--- src/rtl/cmos_pkg.sv ---
// Shared types and constants for the CMOS DVP transmit path.
//   dvp_state_t : frame FSM states
//   rgb565_t    : RGB565 pixel payload
//   DEF_*       : default 640x480 timing, also used for cmos_tailor settings
package cmos_pkg;

    localparam int unsigned PIX_W  = 16;
    localparam int unsigned BYTE_W = 8;
    localparam int unsigned R_W    = 5;
    localparam int unsigned G_W    = 6;
    localparam int unsigned B_W    = 5;
    localparam int unsigned VCNT_W = 11;

    localparam int unsigned DEF_H_ACTIVE  = 640;
    localparam int unsigned DEF_H_BLANK   = 288;
    localparam int unsigned DEF_V_ACTIVE  = 480;
    localparam int unsigned DEF_VSYNC_LEN = 4;
    localparam int unsigned DEF_V_BACK    = 16;
    localparam int unsigned DEF_V_FRONT   = 8;

    typedef enum logic [2:0] {
        IDLE,
        VSYNC,
        VBACK,
        ACTIVE,
        VFRONT
    } dvp_state_t;

    typedef struct packed {
        logic [R_W-1:0] r;
        logic [G_W-1:0] g;
        logic [B_W-1:0] b;
    } rgb565_t;

    // Clocks per line: two bytes per active pixel plus blanking.
    function automatic int unsigned line_period(input int unsigned h_active,
                                                input int unsigned h_blank);
        return 2 * h_active + h_blank;
    endfunction

endpackage

--- src/rtl/dvp_timing_gen.sv ---
// Frame/line timing for the DVP transmitter.
//   clk, rst_n   : clock, async active-low reset
//   tx_en        : frame enable, sampled in IDLE and at the end of VFRONT
//   req_c        : combinational pixel request (next cycle emits a high byte)
//   start_c      : combinational, next edge starts a frame
//   vsync, href  : registered DVP framing
//   frame_start  : one-cycle pulse with the first vsync cycle
//   frame_done   : one-cycle pulse on the final VFRONT cycle
//   busy         : registered, state != IDLE
module dvp_timing_gen
    import cmos_pkg::*;
#(
    parameter int unsigned H_ACTIVE  = DEF_H_ACTIVE,
    parameter int unsigned H_BLANK   = DEF_H_BLANK,
    parameter int unsigned V_ACTIVE  = DEF_V_ACTIVE,
    parameter int unsigned VSYNC_LEN = DEF_VSYNC_LEN,
    parameter int unsigned V_BACK    = DEF_V_BACK,
    parameter int unsigned V_FRONT   = DEF_V_FRONT
) (
    input  logic clk,
    input  logic rst_n,
    input  logic tx_en,
    output logic req_c,
    output logic start_c,
    output logic vsync,
    output logic href,
    output logic frame_start,
    output logic frame_done,
    output logic busy
);

    localparam int unsigned LP       = line_period(H_ACTIVE, H_BLANK);
    localparam int unsigned HCNT_W   = $clog2(LP);
    localparam int unsigned HREF_END = 2 * H_ACTIVE;

    dvp_state_t          state, state_n;
    logic [HCNT_W-1:0]   hcnt, hcnt_n;
    logic [VCNT_W-1:0]   vcnt, vcnt_n;
    logic [VCNT_W-1:0]   vlast;
    logic                line_end;
    logic                act_n;

    // Next state/counters; registered outputs are decoded from the next
    // values so they line up with the state they describe.
    always_comb begin
        state_n  = state;
        hcnt_n   = hcnt;
        vcnt_n   = vcnt;
        start_c  = 1'b0;
        vlast    = '0;
        line_end = (hcnt == HCNT_W'(LP - 1));

        case (state)
            VSYNC:   vlast = VCNT_W'(VSYNC_LEN - 1);
            VBACK:   vlast = VCNT_W'(V_BACK - 1);
            ACTIVE:  vlast = VCNT_W'(V_ACTIVE - 1);
            VFRONT:  vlast = VCNT_W'(V_FRONT - 1);
            default: vlast = '0;
        endcase

        if (state == IDLE) begin
            if (tx_en) begin
                state_n = VSYNC;
                hcnt_n  = '0;
                vcnt_n  = '0;
                start_c = 1'b1;
            end
        end else if (!line_end) begin
            hcnt_n = hcnt + HCNT_W'(1);
        end else begin
            hcnt_n = '0;
            if (vcnt != vlast) begin
                vcnt_n = vcnt + VCNT_W'(1);
            end else begin
                vcnt_n = '0;
                case (state)
                    VSYNC:  state_n = VBACK;
                    VBACK:  state_n = ACTIVE;
                    ACTIVE: state_n = VFRONT;
                    VFRONT: begin
                        if (tx_en) begin
                            state_n = VSYNC;
                            start_c = 1'b1;
                        end else begin
                            state_n = IDLE;
                        end
                    end
                    default: state_n = IDLE;
                endcase
            end
        end

        act_n = (state_n == ACTIVE) && (hcnt_n < HCNT_W'(HREF_END));
        // Request in the cycle before an even (high-byte) href slot.
        req_c = act_n && !hcnt_n[0];
    end

    // State, counters and registered framing outputs.
    always_ff @(posedge clk or negedge rst_n) begin
        if (!rst_n) begin
            state       <= IDLE;
            hcnt        <= '0;
            vcnt        <= '0;
            vsync       <= 1'b0;
            href        <= 1'b0;
            frame_start <= 1'b0;
            frame_done  <= 1'b0;
            busy        <= 1'b0;
        end else begin
            state       <= state_n;
            hcnt        <= hcnt_n;
            vcnt        <= vcnt_n;
            vsync       <= (state_n == VSYNC);
            href        <= act_n;
            frame_start <= start_c;
            frame_done  <= (state_n == VFRONT) && (hcnt_n == HCNT_W'(LP - 1))
                           && (vcnt_n == VCNT_W'(V_FRONT - 1));
            busy        <= (state_n != IDLE);
        end
    end

endmodule

--- src/rtl/cmos_dvp_tx.sv ---
// CMOS DVP transmitter: RGB565 pixels in over valid/ready, DVP bytes out
// (high byte first) with vsync/href framing.
//   clk, rst_n          : pixel clock, async active-low reset
//   tx_en               : enables frame generation
//   pix_data, pix_valid : RGB565 source
//   pix_ready           : combinational request; accept when pix_valid=1
//   cam_vsync, cam_href, cam_data : registered DVP outputs
//   frame_start, frame_done       : frame pulses
//   underflow           : sticky missing-pixel flag, cleared at frame start
//   busy                : frame in progress
module cmos_dvp_tx
    import cmos_pkg::*;
#(
    parameter int unsigned H_ACTIVE  = DEF_H_ACTIVE,
    parameter int unsigned H_BLANK   = DEF_H_BLANK,
    parameter int unsigned V_ACTIVE  = DEF_V_ACTIVE,
    parameter int unsigned VSYNC_LEN = DEF_VSYNC_LEN,
    parameter int unsigned V_BACK    = DEF_V_BACK,
    parameter int unsigned V_FRONT   = DEF_V_FRONT
) (
    input  logic              clk,
    input  logic              rst_n,
    input  logic              tx_en,
    input  logic [PIX_W-1:0]  pix_data,
    input  logic              pix_valid,
    output logic              pix_ready,
    output logic              cam_vsync,
    output logic              cam_href,
    output logic [BYTE_W-1:0] cam_data,
    output logic              frame_start,
    output logic              frame_done,
    output logic              underflow,
    output logic              busy
);

    logic              req_c;
    logic              start_c;
    logic              take;
    logic              lo_pend;
    logic [BYTE_W-1:0] lo_byte;
    rgb565_t           pix_in;

    assign pix_in    = pix_data;
    assign pix_ready = req_c;
    assign take      = req_c && pix_valid;

    dvp_timing_gen #(
        .H_ACTIVE  (H_ACTIVE),
        .H_BLANK   (H_BLANK),
        .V_ACTIVE  (V_ACTIVE),
        .VSYNC_LEN (VSYNC_LEN),
        .V_BACK    (V_BACK),
        .V_FRONT   (V_FRONT)
    ) u_timing (
        .clk         (clk),
        .rst_n       (rst_n),
        .tx_en       (tx_en),
        .req_c       (req_c),
        .start_c     (start_c),
        .vsync       (cam_vsync),
        .href        (cam_href),
        .frame_start (frame_start),
        .frame_done  (frame_done),
        .busy        (busy)
    );

    // Byte mux: high byte straight from the accepted pixel, low byte held
    // one cycle. A missed request sends a zero pixel without stalling timing.
    always_ff @(posedge clk or negedge rst_n) begin
        if (!rst_n) begin
            cam_data  <= '0;
            lo_byte   <= '0;
            lo_pend   <= 1'b0;
            underflow <= 1'b0;
        end else begin
            lo_pend <= req_c;
            if (req_c) begin
                cam_data <= take ? {pix_in.r, pix_in.g[5:3]} : '0;
                lo_byte  <= take ? {pix_in.g[2:0], pix_in.b} : '0;
            end else if (lo_pend) begin
                cam_data <= lo_byte;
            end else begin
                cam_data <= '0;
            end

            if (start_c) begin
                underflow <= 1'b0;
            end else if (req_c && !pix_valid) begin
                underflow <= 1'b1;
            end
        end
    end

endmodule
--- config.mk ---
export PLATFORM = sky130hd
export DESIGN_NAME = cmos_dvp_tx
export DESIGN_NICKNAME = d
export VERILOG_FILES = /design/src/rtl/cmos_pkg.sv /design/src/rtl/dvp_timing_gen.sv /design/src/rtl/cmos_dvp_tx.sv
export SDC_FILE = /design/constraint.sdc
export NUM_CORES = 1
export LEC_CHECK = 0
export ABC_AREA = 0
export ABC_CLOCK_PERIOD_IN_PS = 3300
export BUFFER_PORTS_ARGS = -buffer_cell sky130_fd_sc_hd__buf_2
export CORE_MARGIN = 5
export CORE_UTILIZATION = 35
export CTS_CLUSTER_DIAMETER = 40
export DETAILED_ROUTE_END_ITERATION = 12
export PLACE_DENSITY = 0.51
export SLEW_MARGIN = 20
export SYNTH_ARGS = -nofsm -noshare
export SYNTH_HDL_FRONTEND = slang
export SYNTH_SLANG_ARGS = --single-unit
--- constraint.sdc ---
create_clock -name clk -period 3.3 [get_ports clk]
set_input_delay 0.66 -clock clk [delete_from_list [all_inputs] [get_ports clk]]
set_output_delay 0.66 -clock clk [all_outputs]
set_load 0.01 [all_outputs]
==> reports/metrics.csv, run 1 <==
metric,value,unit
io_buffers,34,
yosysSeqAreaShare,43.42,%
cts_sinks,48,
maxSlewViolCount,0,
htree_levels,2,
dpl_cell_area,3079,um^2
antenna_found_initial,0,
nets,363,
power_density,454.6,nW/um^2
r2r_cells,7,
path_delay_family,simple AND/OR/NAND/NOR gates,
crit_end,pix_ready,
holdCritPathClass,input pin to async pin,
drt_iter0_drc,141,
ys.flop_type,dfrtp_1,
critPathCaptureType,primary output,
rrSetupSlack,570,ps
fin_tns_setup,0,ps
grt_pass1_vias,2256,
via_count,2347,
root_buffer,clkbuf_8,
place_congestion,0.8749,
rows,32,
fp.coreArea,7727,um^2
grt_max_degree,38,
postSynthAreaPerCell,9.221,um^2
cpPeakStageDelay,410,ps
die_width,98.91,um
routed_wl,6993,um
start_util,35.80,%
ant_nets,0,
critical_path_required,2640,ps
wl_per_cell,15.75,um
ys_ff_latch,48,
fin_crit_sh,94.99,%
grt_pass1_wl,11650,um
drtPass1Iterations,5,
worstMarginPinSlew,861.4,ps
p_leak,1.409,nW
die_area,9782,um^2
max_freq,319.0,MHz
synth_nets,322,
start_kind,register,
criticalPathCategory,register to primary output,
max_cap_viol_count,0,
vias_per_cell,5.286,
synth_area,2766,um^2
rsz0062_at_grt,no,
path_clk_slew,90,ps
die_h,98.91,um
crit_fanout,5,
insertion_delay,310,ps
cp_slowest_cell,dfrtp_1,
area_growth,16.28,%
run_status,"finished, final reports clean",
grt.overflow.total,0,
drc_errors,0,
syn_inst,300,
pin_count,35,
numCtsBuffers,5,
r2r_start,u_timing.vcnt[6],
dpl.hpwl,5018,um
synth_edf_count,0,
worst-path-buf-inv,1,
stdcell_area,3217,um^2
cts_tree,built,
period_needed,3135,ps
finalSetupViolCount,0,
synth_warnings,0,
r2r-end,u_timing.frame_done,
synth_cell_types,63,
path_cells,"ha_2, and4_4, nand2_1, o211a_1, or2_2, o21a_1, nor4_4, buf_2",
finClkSkew,3.629,ps
ir_worst_vdd,0.2604,mV
grtUsageTotal,14.80,%
clockBufferDepth,2,
critical_path_depth,8,
crit_start,u_timing.hcnt[1],
drive_above_1_share,23.98,%
synthArstFlopShare,100.0,%
maxSlewHeadroom,42.57,%
worstPathArrival,2470,ps
hold_violations,0,
diodes,0,
synth_stat cells, drive strengths merged (4+ instances only):
master | instances | area [um^2]
nand2 | 61 | 229.0
dfrtp | 48 | 1201
mux2i | 19 | 190.2
o21ai | 19 | 95.09
nand3 | 15 | 80.08
nor3 | 15 | 80.08
inv | 14 | 52.55
buf | 9 | 62.56
nor2 | 7 | 26.28
clkbuf | 6 | 42.54
nor4 | 6 | 56.31
o31ai | 6 | 50.05
a21oi | 5 | 25.02
and4 | 5 | 46.30
a31oi | 4 | 25.02
nand2b | 4 | 25.02
nand4b | 4 | 35.03
o211ai | 4 | 30.03
or4 | 4 | 33.78
worst min-delay path by stage:
stage,slack (ps),to,start
detailed placement,500,underflow,underflow
floorplan,360,cam_data[0],rst_n
global route,530,underflow,underflow
CTS,480,u_timing.hcnt[4],rst_n
global placement,500,underflow,underflow
finish,440,u_timing.hcnt[4],rst_n
metal layers:
metal / up-vias / GRT usage (%) / part of all wire (%)
met5: - / 0 / 0
met4: 0 / 3.782 / 1.0
met3: 6 / 3.185 / 5.8
met2: 62 / 24.64 / 47
met1: 1116 / 19.52 / 46
li1: 1163 / - / -
layout make-up:
type | count | area, um^2
Clock buffer | 5 | 68.82
Multi-Input combinational cell | 223 | 1441
Timing Repair Buffer | 49 | 282.8
Fill cell | 772 | 4511
Clock inverter | 3 | 42.54
Inverter | 14 | 52.55
Tap cell | 102 | 127.6
Sequential cell | 48 | 1201
stage by stage:
stage / std cells / utilization [%] / setup slack [ps] / hold WS, ps / power [mW]
final: 444 / 41.63 / 165.3 / 442.2 / 1.463
after global routing: 444 / 41.63 / 8.220 / 530.5 / 1.545
after CTS: 443 / 41.29 / 35.51 / 480.0 / 1.453
after detailed placement: 435 / 39.85 / 387.7 / 502.3 / 1.009
after global placement: 435 / 39.85 / 400.6 / 502.0 / 1.010
after floorplan: 300 / - / 435.6 / 364.4 / 0.9063
power breakdown:
group	switching, mW	internal, mW	total (mW)
clock network	0.216	0.225	0.441
logic	0.176	0.126	0.303
registers	0.0802	0.639	0.719
total	0.472	0.990	1.46
timing repair:
action / CTS / global route
gates resized for setup: 0 / 5
setup buffers: 0 / 1
setup endpoints to repair: 0 / 1
hold buffers: 0 / 0
cells in the final DEF, fill, tap and decap left out, drive strengths merged, types with 4 or more instances in the layout:
| cell | synthesis | layout |
|---|---|---|
| nand2 | 61 | 61 |
| buf | 9 | 49 |
| dfrtp | 48 | 48 |
| mux2i | 19 | 19 |
| o21ai | 19 | 19 |
| nand3 | 15 | 15 |
| nor3 | 15 | 15 |
| inv | 14 | 14 |
| nor2 | 7 | 7 |
| o31ai | 6 | 6 |
| nor4 | 6 | 6 |
| a21oi | 5 | 5 |
| clkbuf | 6 | 5 |
| and4 | 5 | 5 |
| nand2b | 4 | 4 |
| o211ai | 4 | 4 |
| a31oi | 4 | 4 |
| nand4b | 4 | 4 |
| or4 | 4 | 4 |
state kept, by name, summed over array words and instances (netlist names):
register / flops
u_timing.vsync: 1
u_timing.frame_done: 1
u_timing.hcnt: 11
u_timing.frame_start: 1
u_timing.busy: 1
lo_byte: 8
underflow: 1
u_timing.vcnt: 11
u_timing.href: 1
cam_data: 8
lo_pend: 1
u_timing.state: 3
cell families after synthesis:
logic type                 after synthesis  share of synthesized area [%]
adders and majority gates                2                         0.9044
DFF                                     48                          43.42
AOI/OAI and AO/OA                       55                          13.57
buffers and inverters                   29                          5.699
muxes                                   19                          6.875
xor gates and xnor gates                 4                          1.267
and+or+nand+nor                        143                          28.27
(Power assumes the default switching activity.)
==> run 2: changes to the inputs <==
ABC_CLOCK_PERIOD_IN_PS = 3000   (was 3300)
CELL_PAD_IN_SITES_DETAIL_PLACEMENT = 1   (was unset)
CELL_PAD_IN_SITES_GLOBAL_PLACEMENT = 1   (was unset)
PLACE_DENSITY = 0.63   (was 0.51)
TNS_END_PERCENT = 50   (was unset)
clock period = 3 ns   (was 3.3 ns; I/O delays follow)
==> reports/metrics.csv, run 2 (synthesis gave the netlist of run 1 again) <==
metric,value,unit
run_status,"finished, final reports clean",
cts_sinks,48,
fin_crit_sh,99.99,%
p_switching,0.5425,mW
final_common_cell,nand2_1,
maxSlewViolCount,0,
place_ws,174.2,ps
drive_above_1_share,29.36,%
rsz0062_at_grt,yes,
root_buffer,clkbuf_8,
power_frac_comb,23.8,%
ir_worst_vdd,0.1984,mV
dpl_cell_area,3169,um^2
cpPeakStageDelay,550,ps
power_density,494.8,nW/um^2
grtUsageTotal,16.75,%
drtPass1Iterations,4,
drt_iter0_drc,137,
path_clk_slew,100,ps
power,1.676,mW
max_freq,333.4,MHz
start_kind,register,
stdcell_area,3388,um^2
rrSetupSlack,240,ps
drc_errors,0,
via_count,2475,
place_congestion,0.8355,
period_needed,3000,ps
maxSlewHeadroom,56.42,%
vias_per_cell,5.346,
insertion_delay,320,ps
start_util,35.80,%
grt_pass1_vias,2659,
r2r_cells,8,
clkPwrFrac,29.7,%
numCtsBuffers,5,
htree_levels,2,
die_width,98.91,um
fp.coreArea,7727,um^2
antenna_found_initial,0,
worstPathArrival,2400,ps
nets,382,
pwr-share-seq,46.5,%
cts_tree,built,
area_growth,22.48,%
io_buffers,34,
multi_input_area,1456,um^2
top_regs,"u_timing.hcnt: 11 flops, u_timing.vcnt: 11 flops",
pin_count,35,
worstMarginPinSlew,653.7,ps
finish.utilization,43.85,%
grt_pass1_wl,13390,um
cts_hold_buf,0,
fin_ws,0.3773,ps
p_leak,1.511,nW
routed_wl,7850,um
r2r_start,u_timing.hcnt[6],
p_int,1.134,mW
worst-path-buf-inv,1,
critPathCaptureType,primary output,
path_delay_family,simple AND/OR/NAND/NOR gates,
diodes,0,
clockBufferDepth,2,
crit_fanout,8,
ant_nets,0,
die_h,98.91,um
cp_slowest_cell,or4_1,
sw_frac_of_total,32.36,%
die_area,9782,um^2
path_cells,"or4_1, mux2i_1, o211ai_1, nor3_2, xnor2_1, nor4_4, buf_2",
fill_cells,931,
hold_violations,0,
rows,32,
r2r-end,u_timing.frame_done,
finClkSkew,13.19,ps
critical_path_required,2400,ps
grt_max_degree,28,
finalSetupViolCount,0,
wl_per_cell,16.95,um
holdCritPathClass,input pin to async pin,
max_cap_viol_count,0,
worst_hold_slack,303.2,ps
dpl.hpwl,5761,um
final-seq-area,1204,um^2
layout_common_cells,"nand2_1 (59), dfrtp_1 (46), buf_2 (34)",
criticalPathCategory,register to primary output,
grt.overflow.total,0,
==> run 2: layer usage <==
layer	global-route usage, %	wire length [um]	vias to the layer above	share of wire [%]
li1	-	-	1200	-
met1	22.81	3788	1211	48
met2	26.81	3620	55	46
met3	3.609	351	9	4.5
met4	4.727	91	0	1.2
met5	0	0	-	0
==> run 2: what timing repair did <==
item,4_1_cts,5_1_grt
endpoints found under the setup margin,1,1
pin swaps,1,1
buffers inserted,6,2
cloned,0,0
gates resized for setup,11,2
==> run 2: final cells by class <==
cell class	instances	share of cell area, %
clock inverter	3	1.366
multi-input combinational	223	42.98
sequential	48	35.52
clock buffer	5	2.031
timing repair buffer	68	12.78
tap	102	3.767
inverter	14	1.551
==> run 2: worst reg2reg max path, cell delays in order (launching register included) <==
cell	delay, ps
dfrtp_2	420
buf_4	140
buf_4	140
or4b_4	520
or4_4	550
a31oi_1	170
o31ai_1	110
a2111o_1	390
nor4_2	220
==> run 2: worst max-delay path by stage <==
stage,start,end,slack [ps],depth (start not counted)
after detailed placement,u_timing.hcnt[0],pix_ready,170,8
after global routing,u_timing.hcnt[1],pix_ready,-120,8
after global placement,u_timing.hcnt[0],pix_ready,230,8
final,u_timing.vcnt[6],pix_ready,0.4,7
after CTS,u_timing.hcnt[5],pix_ready,-10,8
after floorplan,u_timing.hcnt[0],pix_ready,200,9
==> run 2: metrics by stage <==
| stage | cells | setup TNS (ps) |
|---|---|---|
| after global routing | 463 | -115.2 |
| after detailed placement | 447 | 0 |
| after floorplan | 300 | 0 |
| after global placement | 447 | 0 |
| final | 463 | 0 |
| after CTS | 461 | -10.60 |
==> run 2: power groups by stage <==
stage                     combinational, mW  sequential (mW)  clock (mW)
after floorplan                       0.222            0.774           0
after global placement                0.346            0.787           0
after detailed placement              0.350            0.790           0
after CTS                             0.398            0.778       0.517
after global routing                  0.444            0.790       0.543
final                                 0.399            0.780       0.498
==> run 3: changes to the inputs <==
CAP_MARGIN = 20   (was unset)
CORE_UTILIZATION = 37   (was 35)
PLACE_DENSITY = 0.66   (was 0.63)
==> reports/metrics.csv, run 3 (synthesis gave the netlist of run 1 again) <==
metric,value,unit
hold_violations,0,
fill_cells,900,
diodes,0,
grt_pass1_wl,13090,um
grt.overflow.total,0,
period_needed,3039,ps
max_freq,329.1,MHz
place_congestion,0.8964,
die_h,96.47,um
worst_hold_slack,183.4,ps
area_growth,19.63,%
r2r_cells,8,
drt_iter0_drc,144,
routed_wl,7835,um
antenna_found_initial,0,
violations,negative setup slack,
r2r-end,u_timing.frame_done,
vias_per_cell,5.512,
grtUsageTotal,18.24,%
insertion_delay,320,ps
io_buffers,34,
path_clk_slew,100,ps
power_density,475.6,nW/um^2
layout_common_cells,"nand2_1 (59), dfrtp_1 (45), buf_2 (34)",
crit_end,pix_ready,
clockBufferDepth,2,
finalSetupViolCount,1,
fin_ws,-38.95,ps
grt_pass1_vias,2618,
path_cells,"or4_1, mux2i_1, o211ai_1, nor3_2, xnor2_2, nor4_4, buf_2",
grt_max_degree,34,
finClkSkew,6.988,ps
fin_crit_sh,101.3,%
root_buffer,clkbuf_8,
numCtsBuffers,5,
multi_input_area,1461,um^2
critical_path_required,2400,ps
crit_start,u_timing.vcnt[6],
place_ws,122.4,ps
rows,31,
drc_errors,0,
die_area,9306,um^2
rsz0062_at_grt,yes,
wl_per_cell,17.30,um
drive_above_1_share,28.81,%
r2r_start,u_timing.vcnt[6],
cts_tree,built,
cts_hold_buf,0,
worstMarginPinSlew,617.0,ps
start_kind,register,
maxSlewHeadroom,58.34,%
ir_worst_vdd,0.1659,mV
cp_slowest_cell,or4_1,
run_status,finished with violations,
top_regs,"u_timing.hcnt: 11 flops, u_timing.vcnt: 11 flops",
final_common_cell,nand2_1,
ant_nets,0,
final-seq-area,1205,um^2
nets,375,
maxSlewViolCount,0,
holdCritPathClass,input pin to async pin,
criticalPathCategory,register to primary output,
dpl.hpwl,5788,um
fp.coreArea,7253,um^2
die_width,96.47,um
max_cap_viol_count,0,
p_leak,1.467,nW
cpPeakStageDelay,520,ps
worstPathArrival,2440,ps
cts_sinks,48,
htree_levels,2,
via_count,2497,
rrSetupSlack,290,ps
start_util,38.14,%
critPathCaptureType,primary output,
pin_count,35,
crit_fanout,6,
drtPass1Iterations,4,
[run 3: cell types whose count changed in the layout (fill, tap and decap cells not counted), sizes merged]
cell	previous run	this run
clkinv	0	1
buf	68	61
bufinv	1	0
[run 3: cell type report]
type | instances | area share (%)
timing repair buffer | 61 | 11.38
multi-input combinational | 223 | 44.16
tap | 99 | 3.743
clock inverter | 3 | 0.6427
inverter | 14 | 1.588
clock buffer | 5 | 2.079
sequential | 48 | 36.41
[run 3: stage by stage]
stage / setup TNS (ps) / std cells / utilization, % / cell area [um^2] / power [mW]
floorplan: 0 / 300 / - / 2766 / 0.9969
global placement: 0 / 438 / 43.02 / 3120 / 1.124
detailed placement: 0 / 438 / 43.02 / 3120 / 1.133
CTS: -41.13 / 451 / 44.97 / 3262 / 1.572
global route: -181.7 / 453 / 45.63 / 3309 / 1.665
finish: -38.95 / 453 / 45.63 / 3309 / 1.574
[run 3: what timing repair did]
action	4_1_cts	5_1_grt
setup buffers	5	2
pin swaps	1	2
endpoints found under the setup margin	1	1
resized for setup	6	8
cloned	0	0
[run 3: where the power goes]
part           leakage (nW)  switching (mW)  internal, mW  total (mW)
logic                 0.825           0.216         0.164       0.379
registers             0.598          0.0738         0.703       0.777
clock network        0.0445           0.251         0.166       0.417
[run 3: worst min-delay path by stage]
| stage | slack (ps) | start | endpoint | depth (start not counted) |
|---|---|---|---|---|
| global placement | 500 | underflow | underflow | 2 |
| floorplan | 300 | rst_n | cam_data[0] | 0 |
| CTS | 200 | rst_n | u_timing.hcnt[2] | 1 |
| global route | 220 | rst_n | u_timing.hcnt[1] | 1 |
| finish | 180 | rst_n | u_timing.vcnt[10] | 1 |
| detailed placement | 510 | underflow | underflow | 2 |
[run 3: worst max-delay path, delay by kind of cell, from the launching register on]
family | cells | cell delay (ps)
and+or+nand+nor | 3 | 1040
AOI/OAI and AO/OA | 1 | 150
DFF | 1 | 450
buffers and inverters | 1 | 190
muxes | 1 | 160
xor gates and xnor gates | 1 | 130
[run 3: per-layer routing]
metal / global-route usage, % / routed length, um / vias to the layer above
li1: - / - / 1193
met5: 0 / 0 / -
met4: 5.374 / 134 / 0
met1: 23.60 / 3569 / 1246
met2: 30.75 / 3795 / 47
met3: 3.718 / 336 / 11
